`src/rtl/sync_fifo_param.sv`:
```
`default_nettype none
// ============================================================================
// Module      : sync_fifo_param
// Description : Single-clock parametrised FIFO with fill count, almost flags,
//               sticky overflow/underflow and selectable FWFT read mode.
// Revision    : 1.0 - initial release
// ============================================================================
module sync_fifo_param #(
    parameter int DSIZE     = 8,
    parameter int ASIZE     = 3,
    parameter int AFULL_TH  = 6,
    parameter int AEMPTY_TH = 1,
    parameter int FWFT      = 0
) (
    input  logic             clk,
    input  logic             rst,
    input  logic [DSIZE-1:0] wdata,
    input  logic             winc,
    input  logic             rinc,
    output logic [DSIZE-1:0] rdata,
    output logic             wfull,
    output logic             rempty,
    output logic             walmost_full,
    output logic             ralmost_empty,
    output logic [ASIZE:0]   count,
    output logic             overflow,
    output logic             underflow
);

    localparam int             c_DEPTH  = 1 << ASIZE;
    localparam logic [ASIZE:0] c_AFULL  = (ASIZE+1)'(AFULL_TH);
    localparam logic [ASIZE:0] c_AEMPTY = (ASIZE+1)'(AEMPTY_TH);

    logic [DSIZE-1:0] r_mem [c_DEPTH];

    logic [ASIZE:0]   r_wptr_q, w_wptr_d;
    logic [ASIZE:0]   r_rptr_q, w_rptr_d;
    logic             r_overflow_q, w_overflow_d;
    logic             r_underflow_q, w_underflow_d;

    logic [ASIZE-1:0] w_waddr, w_raddr;
    logic             w_full, w_empty, w_wr_ok, w_rd_ok;

    // All status is derived from the registered pointers only
    assign w_waddr = r_wptr_q[ASIZE-1:0];
    assign w_raddr = r_rptr_q[ASIZE-1:0];
    assign w_empty = (r_wptr_q == r_rptr_q);
    assign w_full  = (r_wptr_q[ASIZE] != r_rptr_q[ASIZE]) && (w_waddr == w_raddr);
    assign w_wr_ok = winc & ~w_full;
    assign w_rd_ok = rinc & ~w_empty;

    always_comb begin
        w_wptr_d      = r_wptr_q;
        w_rptr_d      = r_rptr_q;
        w_overflow_d  = r_overflow_q | (winc & w_full);
        w_underflow_d = r_underflow_q | (rinc & w_empty);
        if (w_wr_ok) w_wptr_d = r_wptr_q + 1'b1;
        if (w_rd_ok) w_rptr_d = r_rptr_q + 1'b1;
    end

    always_ff @(posedge clk) begin
        if (rst) begin
            r_wptr_q      <= '0;
            r_rptr_q      <= '0;
            r_overflow_q  <= 1'b0;
            r_underflow_q <= 1'b0;
        end else begin
            r_wptr_q      <= w_wptr_d;
            r_rptr_q      <= w_rptr_d;
            r_overflow_q  <= w_overflow_d;
            r_underflow_q <= w_underflow_d;
        end
    end

    // Storage is deliberately left uninitialised on reset
    always_ff @(posedge clk) begin
        if (!rst && w_wr_ok) r_mem[w_waddr] <= wdata;
    end

    generate
        if (FWFT != 0) begin : g_fwft
            assign rdata = w_empty ? '0 : r_mem[w_raddr];
        end else begin : g_std
            logic [DSIZE-1:0] r_rdata_q, w_rdata_d;

            always_comb begin
                w_rdata_d = r_rdata_q;
                if (w_rd_ok) w_rdata_d = r_mem[w_raddr];
            end

            always_ff @(posedge clk) begin
                if (rst) r_rdata_q <= '0;
                else     r_rdata_q <= w_rdata_d;
            end

            assign rdata = r_rdata_q;
        end
    endgenerate

    assign count         = r_wptr_q - r_rptr_q;
    assign rempty        = w_empty;
    assign wfull         = w_full;
    assign walmost_full  = (count >= c_AFULL);
    assign ralmost_empty = (count <= c_AEMPTY);
    assign overflow      = r_overflow_q;
    assign underflow     = r_underflow_q;

endmodule
`default_nettype wire

```
`config.mk`:
```
export PLATFORM = sky130hd
export DESIGN_NAME = sync_fifo_param
export DESIGN_NICKNAME = d
export VERILOG_FILES = /design/src/rtl/sync_fifo_param.sv
export SDC_FILE = /design/constraint.sdc
export NUM_CORES = 1
export LEC_CHECK = 0
export CAP_MARGIN = 30
export CELL_PAD_IN_SITES_DETAIL_PLACEMENT = 0
export CELL_PAD_IN_SITES_GLOBAL_PLACEMENT = 1
export CORE_ASPECT_RATIO = 1.1
export CORE_MARGIN = 2
export CORE_UTILIZATION = 45
export CTS_BUF_LIST = sky130_fd_sc_hd__clkbuf_2 sky130_fd_sc_hd__clkbuf_4 sky130_fd_sc_hd__clkbuf_8
export DETAILED_ROUTE_END_ITERATION = 10
export PLACE_DENSITY = 0.89
export SETUP_SLACK_MARGIN = 0.3
export SKIP_CTS_REPAIR_TIMING = 1
export SYNTH_ARGS = -nofsm -noshare
export SYNTH_HDL_FRONTEND = slang
export SYNTH_SLANG_ARGS = --single-unit
```
`constraint.sdc`:
```
create_clock -name clk -period 3 [get_ports clk]
set_input_delay 0.45 -clock clk [delete_from_list [all_inputs] [get_ports clk]]
set_output_delay 0.45 -clock clk [all_outputs]
set_load 0.02 [all_outputs]
```
# After elaboration in Yosys (flattened, before gate mapping)
# Memory sizes are Yosys's and may differ from the RTL's. A register that Yosys moved wholly into a read port is not among the register bits.
# Index checks and enable logic that the tools add are counted.
[totals]
output_inout_bits = 18
regBits = 10
n_memories = 1
input_bits = 12
word_cells = 26
mem_bits_rw = 64
[memory_table]
columns = ["name", "depth", "width", "read_ports", "rd_ports_with_merged_regs", "write_ports", "line", "rtl"]
rows = [
  ["r_mem", 8, 8, 1, 1, 1, "34", "logic [DSIZE-1:0] r_mem [c_DEPTH];"],
]
[op_classes]
n_mux = 2
n_addsub = 3
bitwise = 8
order_cmp = 2
n_reduce_logical = 3
eq_ne = 3
[ops]
columns = ["operator", "n"]
rows = [
  ["$add 4x1->4 const B", 2],
  ["$and 1x1->1", 4],
  ["$eq 4x4->1", 1],
  ["$ge 4x3->1 const B", 1],
  ["$le 4x1->1 const B", 1],
  ["$sub 4x4->4", 1],
  ["$eq 3x3->1", 1],
  ["$logic_and 1x1->1", 2],
  ["$mux 1", 2],
  ["$not 1->1", 2],
  ["$or 1x1->1", 2],
  ["$logic_not 1->1", 1],
  ["$ne 1x1->1", 1],
]

# Longest topological paths before layout
[logic_depth]
ltp_word = 7
ltp_mapped = 10

# Worst setup path after synthesis
# No wires, ideal clock.
[synth_path]
kind = "register -> register"
start = "register r_rptr_q[1]"
end = "memory r_mem[1][0] (enable)"
setup_ps = 395
arrival_ps = 2579
required_ps = 2605
synth_period_minus_slack_ps = 2974
path_buffers = 3
path_stages_with_launch = 10
path_slack_ps = 26
cell_sequence = "dfxtp_1 buf_6 buf_8 buf_6 inv_1 ha_1 nand3_1 o21ai_2 or2_4 nor4_1"
[synth_between]
elab_chain_len = 7
[synth_rtl]
columns = ["element", "line", "rtl"]
rows = [
  ["start, declared", "37", "logic [ASIZE:0] r_rptr_q, w_rptr_d;"],
  ["start signal, assigned", "69", "r_rptr_q <= w_rptr_d;"],
  ["$eq 3x3->1", "48", "assign w_full = (r_wptr_q[ASIZE] != r_rptr_q[ASIZE]) && (w_waddr == w_raddr);"],
  ["$logic_and 1x1->1", "48", ""],
  ["$not 1->1", "49", "assign w_wr_ok = winc & ~w_full;"],
  ["$and 1x1->1", "49", ""],
  ["$logic_and 1x1->1", "77", "if (!rst && w_wr_ok) r_mem[w_waddr] <= wdata;"],
  ["$mux 1", "77", ""],
  ["$mux 1 (not written as such)", "77", ""],
  ["end, declared", "34", ""],
]
# Every way passes these cells.

# Final worst setup path
[layout_path]
start = "register r_wptr_q[0]"
end = "output ralmost_empty"
[layout_between]
elab_chain_len = 2
[layout_rtl]
columns = ["element", "line", "rtl"]
rows = [
  ["start, declared", "36", "logic [ASIZE:0] r_wptr_q, w_wptr_d;"],
  ["start signal, assigned", "68", "r_wptr_q <= w_wptr_d;"],
  ["$sub 4x4->4", "100", "assign count = r_wptr_q - r_rptr_q;"],
  ["$le 4x1->1", "104", "assign ralmost_empty = (count <= c_AEMPTY);"],
  ["end, declared", "24", "output logic ralmost_empty,"],
]
# Every way passes these cells.

==> impl_metrics.env <==
export IMPL_die_y_um=94.8
export IMPL_finalSetupViolCount=0
export IMPL_slew_violations=0
export IMPL_yosys_cell_types_count=37
export IMPL_synth_edf_count=64
export IMPL_timing_final_ws_setup_ns=0.457
export IMPL_drive_above_1_share_pct=17.1
export IMPL_ys_seq_elements=82
export IMPL_ys_dominant_reg_cell="edfxtp_1"
export IMPL_synth_cells=223
export IMPL_tightest_slew_ns=0.443
export IMPL_setup_worst_path_end_class="primary output"
export IMPL_worstSetupEndpoint="ralmost_empty"
export IMPL_regToRegEndpoint="r_mem[1][5]$_DFFE_PP_"
export IMPL_max_slew_margin_rel_pct=70.5
export IMPL_ys_top_cells_by_count="edfxtp_1 (64), nor2_1 (24), dfxtp_1 (18)"
export IMPL_path_class="flop to primary output"
export IMPL_p_per_area_nw_per_um2=639
export IMPL_arrival_ns=2.09
export IMPL_dpl_hpwl_um=4100
export IMPL_io_buffers=29
export IMPL_leakagePower_nw=1.44
export IMPL_numCtsBuffers=9
export IMPL_clkTransAtPathRegs_ns=0.09
export IMPL_vias_per_cell=5.37
export IMPL_synth_area_leaders="edfxtp_1 (57%), dfxtp_1 (11%), mux2i_1 (5.0%), mux4_2 (3.3%), nor2_1 (2.7%)"
export IMPL_ant_nets=0
export IMPL_r2r_cells=6
export IMPL_finClkSkew_ns=0.0101
export IMPL_synth_avg_cell_area_um2=15.1
export IMPL_initial_utilization_pct=45.9
export IMPL_ys_seq_area_share_pct=67.7
export IMPL_core_um2=7350
export IMPL_initialDrtViolationCount=150
export IMPL_min_path_type="flop to flop"
export IMPL_rows=33
export IMPL_fin_nets=282
export IMPL_drc=0
export IMPL_max_freq_mhz=393
export IMPL_rsz0062_at_grt="false"
export IMPL_async_reset_ff_share_pct=0
export IMPL_cts_root_buf="clkbuf_8"
export IMPL_wl_per_cell_um=16.8
export IMPL_die_width_um=86.5
export IMPL_synthToLayoutAreaGrowth_pct=19.8
export IMPL_grt_max_degree=28
export IMPL_worstSkewPairLatency_ns=0.36
export IMPL_post_place_ws_ns=0.437
export IMPL_grt_usage_pct=15.7
export IMPL_gp_congestion=0.787
export IMPL_cts_num_sinks=82
export IMPL_drv_cap=0
export IMPL_crit_required_ns=2.55
export IMPL_synthesis_area_um2=3370
export IMPL_antenna_found_initial=0
export IMPL_cp_max_fo=4
export IMPL_post_synth_top_count_cell="edfxtp_1"
export IMPL_syn_nets=241
export IMPL_finalCriticalPeriod_ns=2.54
export IMPL_r2r_start="r_wptr_q[2]$_SDFFE_PP0P_"
export IMPL_cp_startpoint="r_wptr_q[0]$_SDFFE_PP0P_"
export IMPL_grt_overflow_total=0
export IMPL_grt_pass1_vias=1835
export IMPL_drt_total_wl_um=5980
export IMPL_yosysWarnings=0
export IMPL_r2r_slack_ns=0.85
export IMPL_run_status="finished, final reports clean"
export IMPL_final_hold_viol_count=0
export IMPL_vias=1910
export IMPL_boundaryPins=30
export IMPL_start_kind="flop"
export IMPL_drtPass1Iterations=4
export IMPL_fp_dieArea_um2=8200
export IMPL_antenna_cells=0
export IMPL_cts_buffer_depth=2
export IMPL_fillers=594
export IMPL_finalCritPeriodShare_pct=84.8
export IMPL_grt_pass1_wl_um=9400
export IMPL_cts_tree="yes"
export IMPL_yosysTopAreaCellShare_pct=57.0
export IMPL_cts_htree_levels=3
export IMPL_synth_top_area_cell="edfxtp_1"
export IMPL_peakVddDrop_v=0.000263
export IMPL_fin_setup_tns_ns=0
## logic make-up after synthesis
logic type / share of synthesized area (%)
xor+xnor: 2.30
buf+inv: 3.04
flops: 67.7
compound gates: 6.09
mux: 10.7
fa+ha+maj: 2.45
simple gates: 7.68
## worst min-delay path by stage
stage / cells after the start / end / from / slack [ns]
6_report: 2 / underflow$_SDFF_PP0_ / underflow$_SDFF_PP0_ / 0.48
5_1_grt: 2 / rdata[3]$_SDFFE_PP0P_ / rdata[3]$_SDFFE_PP0P_ / 0.52
4_1_cts: 2 / underflow$_SDFF_PP0_ / underflow$_SDFF_PP0_ / 0.48
3_5_place_dp: 2 / underflow$_SDFF_PP0_ / underflow$_SDFF_PP0_ / 0.46
3_3_place_gp: 2 / underflow$_SDFF_PP0_ / underflow$_SDFF_PP0_ / 0.45
2_1_floorplan: 2 / r_wptr_q[0]$_SDFFE_PP0P_ / r_wptr_q[0]$_SDFFE_PP0P_ / 0.46
## per-layer routing
| metal | global-route usage (%) | wire [um] | vias to the layer above |
|---|---|---|---|
| met3 | 3.67 | 263 | 6 |
| met1 | 20.9 | 2690 | 932 |
| met2 | 24.6 | 2940 | 42 |
| li1 | - | - | 930 |
| met4 | 7.03 | 86 | 0 |
| met5 | 0 | 0 | - |
## worst max-delay path, cell delays in order, from the launching register on
cell and delay (ns):
dfxtp_1 0.38, inv_1 0.11, ha_1 0.24, fa_1 0.42, xnor2_2 0.16, nor2_1 0.10, o21a_1 0.12, dlymetal6s2s_1 0.21
## where the power goes
| part | total, mW | switching, mW | internal (mW) |
|---|---|---|---|
| Clock | 0.824 | 0.424 | 0.400 |
| Combinational | 0.473 | 0.263 | 0.210 |
| Sequential | 1.28 | 0.0207 | 1.26 |
## state kept, by name, indices dropped and copies added (netlist names)
name       cells
underflow      1
overflow       1
rdata          8
r_wptr_q       4
r_mem         64
r_rptr_q       4
## metrics by stage
step | hold slack [ns] | utilization (%) | power [mW] | cells | cell area [um^2]
floorplan | 0.463 | - | 1.61 | 223 | 3390
global placement | 0.447 | 51.7 | 1.78 | 340 | 3800
detailed placement | 0.461 | 51.7 | 1.79 | 340 | 3800
CTS | 0.481 | 54.5 | 2.60 | 356 | 4010
global route | 0.523 | 55.0 | 2.69 | 356 | 4040
finish | 0.476 | 55.0 | 2.58 | 356 | 4040
## cells in the final DEF (no fill, tap or decap), types with 3 or more instances in the layout
master           instances
inv_1                    7
mux4_2                   5
dlymetal6s2s_1           7
clkdlybuf4s50_1         22
o22ai_1                  8
xnor2_1                  3
mux2i_1                 17
mux4_1                   3
buf_4                   12
xor2_1                   3
o21ai_0                  3
a21oi_1                  5
o211ai_1                 3
ha_1                     5
nor3_1                   9
edfxtp_1                64
nor2_1                  24
nand2_1                  5
dfxtp_1                 17
a211oi_1                 8
clkbuf_8                 9
## cell type report
cell class                 count  area [um^2]  area share (%)
clock buffer                   9          124            3.07
clock inverter                 7         82.6            2.04
inverter                       7         26.3           0.651
multi-input combinational    123         1020            25.2
sequential                    82         2280            56.5
tap                           87          109            2.70
timing repair buffer          41          398            9.85
No activity file was read; power rests on OpenSTA's default activity.
